[config.mk]
export PLATFORM = sky130hd
export DESIGN_NAME = hazard_ctrl_flat
export DESIGN_NICKNAME = d
export VERILOG_FILES = /design/src/rtl/hazard_ctrl_if.sv /design/src/rtl/hazard_ctrl.sv /design/src/flat_wrapper.sv
export SDC_FILE = /design/constraint.sdc
export NUM_CORES = 1
export LEC_CHECK = 0
export ABC_CLOCK_PERIOD_IN_PS = 2660
export CORE_MARGIN = 2
export CORE_UTILIZATION = 39
export CTS_BUF_LIST = sky130_fd_sc_hd__clkbuf_8
export DETAILED_ROUTE_END_ITERATION = 8
export PLACE_DENSITY = 0.95
export SYNTH_ARGS = -nofsm -noshare
export SYNTH_HDL_FRONTEND = slang
export SYNTH_SLANG_ARGS = --single-unit
[constraint.sdc]
create_clock -name Clk -period 2.66 [get_ports Clk]
set_input_delay 0.532 -clock Clk [delete_from_list [all_inputs] [get_ports Clk]]
set_output_delay 0.532 -clock Clk [all_outputs]
set_load 0.005 [all_outputs]
[src/rtl/hazard_ctrl_if.sv]
// Hazard controller bus: ID/EX hazard fields and memory status in, pipeline
// register controls and hazard statistics out.
interface hazard_ctrl_if #(
    parameter int CNT_W = 16
);
    logic [4:0]       ID_rs;
    logic [4:0]       ID_rt;
    logic             ID_UsesRt;
    logic             EX_MemRead;
    logic [4:0]       EX_rt;
    logic             EX_BranchTaken;
    logic             MemBusy;
    logic             PCWrite;
    logic             IFID_Write;
    logic             IFID_Flush;
    logic             IDEX_Flush;
    logic             Freeze;
    logic             MemErr;
    logic [CNT_W-1:0] StallCnt;
    logic [CNT_W-1:0] FlushCnt;

    modport master (
        output ID_rs, ID_rt, ID_UsesRt, EX_MemRead, EX_rt, EX_BranchTaken, MemBusy,
        input  PCWrite, IFID_Write, IFID_Flush, IDEX_Flush, Freeze, MemErr,
               StallCnt, FlushCnt
    );

    modport slave (
        input  ID_rs, ID_rt, ID_UsesRt, EX_MemRead, EX_rt, EX_BranchTaken, MemBusy,
        output PCWrite, IFID_Write, IFID_Flush, IDEX_Flush, Freeze, MemErr,
               StallCnt, FlushCnt
    );
endinterface

[src/rtl/hazard_ctrl.sv]
// Load-use stall, taken-branch flush and data-memory freeze/timeout control.
// Define HAZARD_PERF_CNT_EN to build the saturating StallCnt/FlushCnt counters.
module hazard_ctrl #(
    parameter int CNT_W   = 16,
    parameter int TIMEOUT = 15
) (
    input  logic          Clk,
    input  logic          Rst_n,
    hazard_ctrl_if.slave  bus
);

    typedef enum logic [1:0] {
        RUN    = 2'd0,
        FREEZE = 2'd1,
        ERR    = 2'd2
    } state_t;

    localparam logic [7:0] TimeoutCnt = 8'(TIMEOUT);

    state_t     state_q, state_d;
    logic [7:0] busyCnt_q, busyCnt_d;
    logic       loadUse;
    logic       pcWrite, ifidWrite, ifidFlush, idexFlush, freeze;

    // $zero is never a real producer, and rt only matters when ID actually reads it.
    assign loadUse = bus.EX_MemRead && (bus.EX_rt != 5'd0) &&
                     ((bus.EX_rt == bus.ID_rs) ||
                      (bus.ID_UsesRt && (bus.EX_rt == bus.ID_rt)));

    always_ff @(posedge Clk or negedge Rst_n) begin
        if (!Rst_n) begin
            state_q   <= RUN;
            busyCnt_q <= 8'd0;
        end else begin
            state_q   <= state_d;
            busyCnt_q <= busyCnt_d;
        end
    end

    always_comb begin
        state_d   = state_q;
        busyCnt_d = busyCnt_q;
        pcWrite   = 1'b0;
        ifidWrite = 1'b0;
        ifidFlush = 1'b0;
        idexFlush = 1'b0;
        freeze    = 1'b1;

        case (state_q)
            RUN: begin
                if (bus.MemBusy) begin
                    state_d   = FREEZE;
                    busyCnt_d = 8'd1;
                end
            end
            FREEZE: begin
                if (!bus.MemBusy) begin
                    state_d   = RUN;
                    busyCnt_d = 8'd0;
                end else if (busyCnt_q >= TimeoutCnt) begin
                    state_d = ERR;
                end else begin
                    busyCnt_d = busyCnt_q + 8'd1;
                end
            end
            ERR: begin
                state_d = ERR;
            end
            default: begin
                state_d   = RUN;
                busyCnt_d = 8'd0;
            end
        endcase

        // The cycle MemBusy drops already advances the pipeline, so deferred actions fire then.
        if (Rst_n && (state_q != ERR) && !bus.MemBusy) begin
            freeze = 1'b0;
            if (bus.EX_BranchTaken) begin
                pcWrite   = 1'b1;
                ifidWrite = 1'b1;
                ifidFlush = 1'b1;
                idexFlush = 1'b1;
            end else if (loadUse) begin
                idexFlush = 1'b1;
            end else begin
                pcWrite   = 1'b1;
                ifidWrite = 1'b1;
            end
        end
    end

    assign bus.PCWrite    = pcWrite;
    assign bus.IFID_Write = ifidWrite;
    assign bus.IFID_Flush = ifidFlush;
    assign bus.IDEX_Flush = idexFlush;
    assign bus.Freeze     = freeze;
    assign bus.MemErr     = (state_q == ERR);

`ifdef HAZARD_PERF_CNT_EN
    logic [CNT_W-1:0] stallCnt_q, flushCnt_q;
    logic             stallEvt, flushEvt;

    // A bubble without an IF/ID flush is exactly the load-use stall.
    assign stallEvt = idexFlush && !ifidFlush;
    assign flushEvt = ifidFlush;

    always_ff @(posedge Clk or negedge Rst_n) begin
        if (!Rst_n) begin
            stallCnt_q <= '0;
            flushCnt_q <= '0;
        end else begin
            if (stallEvt && (stallCnt_q != '1)) begin
                stallCnt_q <= stallCnt_q + CNT_W'(1);
            end
            if (flushEvt && (flushCnt_q != '1)) begin
                flushCnt_q <= flushCnt_q + CNT_W'(1);
            end
        end
    end

    assign bus.StallCnt = stallCnt_q;
    assign bus.FlushCnt = flushCnt_q;
`else
    assign bus.StallCnt = {CNT_W{1'b0}};
    assign bus.FlushCnt = {CNT_W{1'b0}};
`endif

endmodule

[src/flat_wrapper.sv]
// flat-port wrapper written by rule: the top's interface ports become plain ports
module hazard_ctrl_flat 
#(
    parameter int CNT_W   = 16,
    parameter int TIMEOUT = 15
)
  (Clk, Rst_n, bus_ID_rs, bus_ID_rt, bus_ID_UsesRt, bus_EX_MemRead, bus_EX_rt, bus_EX_BranchTaken, bus_MemBusy, bus_PCWrite, bus_IFID_Write, bus_IFID_Flush, bus_IDEX_Flush, bus_Freeze, bus_MemErr, bus_StallCnt, bus_FlushCnt);
  hazard_ctrl_if #(.CNT_W(CNT_W)) bus_i ();
  input  logic Clk;
  input  logic Rst_n;
  input wire logic [$bits(bus_i.ID_rs)-1:0] bus_ID_rs;
  input wire logic [$bits(bus_i.ID_rt)-1:0] bus_ID_rt;
  input wire logic [$bits(bus_i.ID_UsesRt)-1:0] bus_ID_UsesRt;
  input wire logic [$bits(bus_i.EX_MemRead)-1:0] bus_EX_MemRead;
  input wire logic [$bits(bus_i.EX_rt)-1:0] bus_EX_rt;
  input wire logic [$bits(bus_i.EX_BranchTaken)-1:0] bus_EX_BranchTaken;
  input wire logic [$bits(bus_i.MemBusy)-1:0] bus_MemBusy;
  output wire logic [$bits(bus_i.PCWrite)-1:0] bus_PCWrite;
  output wire logic [$bits(bus_i.IFID_Write)-1:0] bus_IFID_Write;
  output wire logic [$bits(bus_i.IFID_Flush)-1:0] bus_IFID_Flush;
  output wire logic [$bits(bus_i.IDEX_Flush)-1:0] bus_IDEX_Flush;
  output wire logic [$bits(bus_i.Freeze)-1:0] bus_Freeze;
  output wire logic [$bits(bus_i.MemErr)-1:0] bus_MemErr;
  output wire logic [$bits(bus_i.StallCnt)-1:0] bus_StallCnt;
  output wire logic [$bits(bus_i.FlushCnt)-1:0] bus_FlushCnt;
  assign bus_i.ID_rs = bus_ID_rs;
  assign bus_i.ID_rt = bus_ID_rt;
  assign bus_i.ID_UsesRt = bus_ID_UsesRt;
  assign bus_i.EX_MemRead = bus_EX_MemRead;
  assign bus_i.EX_rt = bus_EX_rt;
  assign bus_i.EX_BranchTaken = bus_EX_BranchTaken;
  assign bus_i.MemBusy = bus_MemBusy;
  assign bus_PCWrite = bus_i.PCWrite;
  assign bus_IFID_Write = bus_i.IFID_Write;
  assign bus_IFID_Flush = bus_i.IFID_Flush;
  assign bus_IDEX_Flush = bus_i.IDEX_Flush;
  assign bus_Freeze = bus_i.Freeze;
  assign bus_MemErr = bus_i.MemErr;
  assign bus_StallCnt = bus_i.StallCnt;
  assign bus_FlushCnt = bus_i.FlushCnt;
  hazard_ctrl #(.CNT_W(CNT_W), .TIMEOUT(TIMEOUT)) u_core (.Clk(Clk), .Rst_n(Rst_n), .bus(bus_i));
endmodule
## Yosys cells after proc, flatten, opt, wreduce, memory -nomap -nowiden

Cells that the tools add are included.

| storage, ports and cells | value |
|---|---|
| register bits | 10 |
| bits of input ports | 21 |
| output and inout bits | 38 |
| logic and storage cells | 41 |

| cells by class | value |
|---|---|
| $add $sub $neg | 1 |
| order comparisons | 1 |
| equality and inequality tests | 8 |
| multiplexer cells | 17 |
| bitwise gates (word level) | 1 |
| reductions and logical operators | 11 |

Operators with widths:

| operator | number |
|---|---|
| $mux W8 | 3 |
| $pmux W8 S3 | 1 |
| $eq A5 B5 Y1 | 2 |
| $mux W1 | 9 |
| $add A8 B1 Y8 const B | 1 |
| $ge A8 B4 Y1 const B | 1 |
| $mux W2 | 3 |
| $pmux W2 S3 | 1 |
| $logic_and A1 B1 Y1 | 5 |
| $reduce_bool A5 Y1 | 1 |
| $ne A2 B2 Y1 const B | 2 |
| $ne A3 B2 Y1 const B | 1 |
| $ne A3 B3 Y1 const B | 1 |
| $reduce_and A3 Y1 | 1 |
| $eq A2 B1 Y1 const B | 1 |
| $eq A2 B2 Y1 const B | 1 |
| $logic_not A2 Y1 | 1 |
| $reduce_and A2 Y1 | 1 |
| $logic_not A1 Y1 | 1 |
| $logic_or A1 B1 Y1 | 1 |
| $not A1 Y1 | 1 |

## Longest topological paths before layout

Gate-level depths: netlist (run 1).

| logic depth | value |
|---|---|
| word-level depth | 7 |
| gate-level depth with buffers | 5 |
| depth with buffers taken out | 5 |

## Worst setup path after synthesis (run 1)

Ideal clock, no wire load.

| timing | value |
|---|---|
| path kind | input-to-output |
| start point | input bus_EX_rt[3] |
| end point | output bus_PCWrite |
| data arrival time | 1.511 ns |
| required time | 2.128 ns |
| slack | 0.617 ns |
| stages | 5 |
| buffers on the path | 1 |
| cell sequence | xor2_1 -> nor4_2 -> a32oi_1 -> o31a_1 -> buf_4 |

| between the ends | value |
|---|---|
| cells in the longest elaborated chain, start to end | 7 |

Ends and longest elaborated chain:

| item | RTL line | text |
|---|---|---|
| from (decl) | flat_wrapper.sv:15 | `input wire logic [$bits(bus_i.EX_rt)-1:0] bus_EX_rt;` |
| $eq A5 B5 Y1 | hazard_ctrl.sv:28 | `(bus.ID_UsesRt && (bus.EX_rt == bus.ID_rt)));` |
| $logic_and A1 B1 Y1 | hazard_ctrl.sv:28 |  |
| $logic_or A1 B1 Y1 | hazard_ctrl.sv:27 | `((bus.EX_rt == bus.ID_rs) \|\|` |
| $logic_and A1 B1 Y1 (*) | hazard_ctrl.sv:26 | `assign loadUse = bus.EX_MemRead && (bus.EX_rt != 5'd0) &&` |
| $mux W1 (*) (3 in series) | -- |  |
| to (decl) | flat_wrapper.sv:18 | `output wire logic [$bits(bus_i.PCWrite)-1:0] bus_PCWrite;` |

Every way passes the cells marked *; elsewhere a longest branch is shown, timed or not.

## Worst setup path after layout (run 1)

| timing | value |
|---|---|
| start point | input bus_ID_rt[1] |
| end point | output bus_PCWrite |

| between the ends | value |
|---|---|
| cells in the longest elaborated chain, start to end | 7 |

Ends and longest elaborated chain:

| item | RTL line | text |
|---|---|---|
| from (decl) | flat_wrapper.sv:12 | `input wire logic [$bits(bus_i.ID_rt)-1:0] bus_ID_rt;` |
| $eq A5 B5 Y1 | hazard_ctrl.sv:28 |  |
| $logic_and A1 B1 Y1 | hazard_ctrl.sv:28 |  |
| $logic_or A1 B1 Y1 | hazard_ctrl.sv:27 |  |
| $logic_and A1 B1 Y1 | hazard_ctrl.sv:26 |  |
| $mux W1 | hazard_ctrl.sv:83 | `end else if (loadUse) begin` |
| $mux W1 | hazard_ctrl.sv:78 | `if (bus.EX_BranchTaken) begin` |
| $mux W1 | hazard_ctrl.sv:76 | `if (Rst_n && (state_q != ERR) && !bus.MemBusy) begin` |

No other way between the ends.

==> results of run 1 <==
worst max-delay path: stages:
cell and delay (ps):
clkdlybuf4s50_1 410, xor2_1 160, nor4_2 270, a32oi_1 160
o31a_1 280, clkdlybuf4s15_1 220
power breakdown:
group	switching [mW]	internal [mW]	leakage [nW]
logic	0.0336	0.0393	0.421
registers	0	0.153	0.135
clock network	0.0549	0.0987	0.0216
registers in the layout (all words and copies together), names as in the netlist:
name              flops
u_core.state_q        2
u_core.busyCnt_q      8
placed cells by master, fill, tap and decap left out, drive strengths merged:
cell type      instances
mux2i                  1
dlymetal6s2s           1
buf                   10
nor2b                  1
a31oi                  1
clkdlybuf4s15          2
ha                     1
o22ai                  4
o21ai                  1
xnor2                  2
conb                  32
xor2                  11
clkdlybuf4s50         18
nand3                  4
clkbuf                 3
inv                    4
and3                   1
nor2                   1
and2                   4
nor4                   2
o31ai                  1
nor3b                  1
o22a                   1
or4                    1
dlygate4sd2            4
a32oi                  1
nand2                  7
o31a                   1
a21oi                  1
nor3                   1
dfrtp                 10
stage by stage:
step | power [mW] | instances
finish | 0.3791 | 161
global route | 0.4038 | 161
CTS | 0.3834 | 161
detailed placement | 0.2248 | 156
global placement | 0.2232 | 156
floorplan | 0.2136 | 129
worst paths after layout:
path / from / end / slack, ps / depth (start not counted)
max in group asynchronous: Rst_n / u_core.busyCnt_q[5] / 1870 / 2
worst max-delay path: bus_ID_rt[1] / bus_PCWrite / 90 / 6
worst max register to register: u_core.busyCnt_q[0] / u_core.busyCnt_q[0] / 1340 / 5
worst min-delay path: u_core.busyCnt_q[6] / u_core.busyCnt_q[6] / 560 / 1
min in group asynchronous: Rst_n / u_core.busyCnt_q[3] / 640 / 2
worst min register to register: u_core.busyCnt_q[6] / u_core.busyCnt_q[6] / 560 / 1
synth_stat cells (2+ instances only):
| master | n | area share (%) |
|---|---|---|
| xor2_1 | 11 | 11 |
| buf_4 | 33 | 28 |
| o22ai_1 | 4 | 2.8 |
| and2_1 | 4 | 2.8 |
| nand2_1 | 7 | 3.0 |
| nand3_1 | 4 | 2.3 |
| dfrtp_1 | 10 | 28 |
| inv_1 | 4 | 1.7 |
| xnor2_1 | 2 | 2.0 |
kinds of logic after synthesis:
logic type               count (synthesis)
buffers and inverters                   38
AND/OR/NAND/NOR                         23
XOR/XNOR                                13
AO/OA/AOI/OAI                           11
flip-flops                              10
adder cells (fa/ha/maj)                  1
other                                    1
multiplexers                             1
cell type report:
cell class	count	area [µm²]	share of cell area [%]
Clock buffer	3	41.29	3.579
Sequential cell	10	250.2	21.69
Multi-Input combinational cell	81	491.7	42.62
Tap cell	28	35.03	3.037
Inverter	4	15.01	1.302
Timing Repair Buffer	35	320.3	27.77
metal layers:
metal  GRT usage (%)  part of all wire, %  vias up
met3           5.460                  4.8        4
met2           23.72                   54       24
met4           7.895                  2.4        0
met5               0                    0        -
li1                -                    -      330
met1           17.84                   39      338
what timing repair did:
item,in CTS,in global routing
pin swaps,4,2
setup endpoints to repair,3,3
buffers inserted,2,0
resized for setup,12,4
==> flow_summary.toml, run 1 <==
[routing]
wirelength_um = 1845
vias = 696
drc_errors = 0
antenna_left = 0
post_drt_wl_per_cell_um = 11.46
dr.pass1.iters = 3
viasPerCell = 4.323
drtIter0Drc = 6

[cells_and_area]
area_delta_synth_final_pct = 30.04
diodes = 0
fill_cells = 203
drive_above_1_share_pct = 15.04
final_util_pct = 52.66
layout.nets = 157
final_area_um2 = 1154

[timing]
finalCritPeriodShare_pct = 96.72
drv_slew = 0
rsz0062_at_grt = "false"
setup_ws_ps = 87.22
min_period_ps = 2573
timing.hold.ws_ps = 555.3
clock-skew-final_ps = 6.784
finalHoldViolCount = 0
fmax_ghz = 0.3887
final-setup-viol-count = 0
final.setup.tns_ps = 0

[global_routing]
antenna_found_initial = 0
groute.usage.overall_pct = 15.05
grt_pass1_vias = 682
grt_overflow = 0
grt_max_degree = 11
grt_pass1_wl_um = 2932

[job]
cap_violations = 0

[clock_network]
htree_levels = 1
clk_pin_slew_ps = 50
numCtsBuffers = 3
ctsLongestPathBuffers = 2
cts_tree = "yes"
insertion_delay_ps = 230
cts_root_buf = "clkbuf_8"
cts-hold-fix-buffers = 0
cts_num_sinks = 10

[synthesis]
synth_cell_types = 28
synth_compound_area_share_pct = 8.886
synth_top_family_by_area = "buffers and inverters"
syn_inst = 98
avgSynthCellArea_um2 = 9.052
synth.cell_area_um2 = 887.1
synth_edf_count = 0
synth_warnings = 0
synth-async-reset-ratio_pct = 100.0
synthXorXnorAreaFrac_pct = 12.83
synthMuxAreaShare_pct = 1.128
synth_seq_cells = 10
synth-seq-area-share_pct = 28.21
synthFlopType = "dfrtp_1"
synthSimpleGateAreaFrac_pct = 16.22
synthAdderAreaFrac_pct = 1.410

[critical_path]
crit_fanout = 2
path_class = "input port to output port"
crit_required_ps = 2130
end_kind = "output port"
crit_arrival_ps = 2040
cp-start-kind = "input port"

[floorplanning]
dieHeight_um = 51.69
die-area_um2 = 2672
start_util_pct = 40.49
core_area_um2 = 2191
num_io_pins = 59
num_rows = 17
fp.dieW_um = 51.69

[power_and_ir_drop]
power_density_nw_per_um2 = 328.6
leakage_nw = 0.5767
ir_drop_uv = 312.4

[hold_path]
holdCritPathClass = "flip-flop to flip-flop"

[place]
pre_cts_slack_ps = -270.3
post-dp-hpwl_um = 1469
place_area_um2 = 1092
gp_congestion = 0.7721
port-buffer-count = 26

[run_status]
outcome = "finished clean"
Power figures use the tool's default switching activity.
==> inputs of run 2 (changes only) <==
Settings changed: CORE_UTILIZATION 39 to 40.
==> flow_summary.toml, run 2 (synthesis gave the netlist of run 1 again) <==
[routing]
post_drt_wl_per_cell_um = 10.11
wirelength_um = 1608
antenna_left = 0
vias = 682
drtIter0Drc = 12
dr.pass1.iters = 4
drc_errors = 0
viasPerCell = 4.289

[critical_path]
path_cells = "clkdlybuf4s50_1, or4_4, o21ai_2, o31a_1, dlygate4sd2_1"
crit_required_ps = 2130
crit_family = "buffers and inverters"
path_buf_inv = 2
crit_fanout = 2
path_class = "input port to output port"
crit_start = "bus_EX_rt[0]"
end_kind = "output port"
cp-start-kind = "input port"
reg2reg_from = "u_core.busyCnt_q[5]"
crit_slowest_cell = "or4_4"
crit_arrival_ps = 2100
cp_slowest_stage_delay_ps = 560
worstSetupPathDepth = 5
r2r_cells = 4

[global_routing]
grt_pass1_vias = 614
grt_overflow = 0
grt_max_degree = 11
groute.usage.overall_pct = 13.74
grt_pass1_wl_um = 2663
antenna_found_initial = 0

[clock_network]
cts_tree = "yes"
cts-hold-fix-buffers = 0
clk_pin_slew_ps = 40
htree_levels = 1
insertion_delay_ps = 230
cts_num_sinks = 10
ctsLongestPathBuffers = 2
cts_root_buf = "clkbuf_8"
numCtsBuffers = 3

[timing]
min_period_ps = 2630
drv_slew = 0
rsz0062_at_grt = "true"
setup_ws_ps = 30.49
finalHoldViolCount = 0
finalCritPeriodShare_pct = 98.85
timing.hold.ws_ps = 542.0
final-setup-viol-count = 0
clock-skew-final_ps = 2.739
fmax_ghz = 0.3803
final.setup.tns_ps = 0

[cells_and_area]
largest_register = "u_core.busyCnt_q"
final_util_pct = 52.77
layout.nets = 155
fin_cells = 159
top_regs = "u_core.busyCnt_q: 8 flops, u_core.state_q: 2 flops"
diodes = 0
area_delta_synth_final_pct = 27.79
fill_cells = 188
most-common-layout-cells = "conb_1 (32), clkdlybuf4s50_1 (19), xor2_1 (11)"
drive_above_1_share_pct = 13.74
layout_commonest_cell = "conb_1"
largest_reg_flops = 8

[floorplanning]
num_rows = 17
core_area_um2 = 2148
fp.dieW_um = 51.10
dieHeight_um = 51.10
start_util_pct = 41.29
die-area_um2 = 2611
num_io_pins = 59

[power_and_ir_drop]
sequentialPowerShare_pct = 41.0
power_frac_clock_pct = 40.1
internal-power_mw = 0.2886
switching_share_pct = 22.49
power_density_nw_per_um2 = 328.5
p_switching_mw = 0.08373
leakage_nw = 0.5653
ir_drop_uv = 191.9
comb_power_share_pct = 18.8

[place]
pre_cts_slack_ps = -301.1
place_inst = 155
port-buffer-count = 26
post-dp-hpwl_um = 1321
gp_congestion = 0.7564

[job]
cap_violations = 0

[hold_path]
holdCritPathClass = "flip-flop to flip-flop"
min-delay-start = "u_core.busyCnt_q[5]"
hold_depth = 1

[run_status]
outcome = "finished clean"
## run 2: worst paths after layout
check | slack (ps) | to
setup reg to reg | 1320 | u_core.busyCnt_q[0]
max in group asynchronous | 1900 | u_core.busyCnt_q[6]
hold reg to reg | 540 | u_core.busyCnt_q[5]
setup / recovery | 30 | bus_PCWrite
min in group asynchronous | 620 | u_core.state_q[0]
hold / removal | 540 | u_core.busyCnt_q[5]
## run 2: area by class of cell
class / count / area, µm² / share of cell area, %
clock buffer: 3 / 41.29 / 3.642
timing repair buffer: 33 / 300.3 / 26.49
tap: 28 / 35.03 / 3.091
multi-input combinational: 81 / 491.7 / 43.38
sequential: 10 / 250.2 / 22.08
inverter: 4 / 15.01 / 1.325
## run 2: routing by layer
layer	wire, µm	track usage, %	vias up
li1	-	-	331
met1	646	15.33	315
met2	818	24.03	32
met3	117	3.509	4
met4	26	6.757	0
met5	0	0	-
## run 2: repair_timing
action / CTS / global route
setup endpoints to repair: 3 / 3
setup buffers: 1 / 0
resized for setup: 12 / 1
pin swaps: 3 / 2
## run 2: through the flow
step / power [mW] / instance area (µm²)
detailed placement: 0.2233 / 1085
CTS: 0.3762 / 1129
global route: 0.3926 / 1134
floorplan: 0.2136 / 1003
finish: 0.3723 / 1134
global placement: 0.2221 / 1085
## run 2: power groups by stage
stage	registers [mW]	logic, mW	clock network, mW
final	0.153	0.0701	0.149
after global routing	0.152	0.0769	0.163
after CTS	0.153	0.0688	0.155
after detailed placement	0.155	0.0684	0
after global placement	0.155	0.0673	0
after floorplan	0.155	0.0586	0
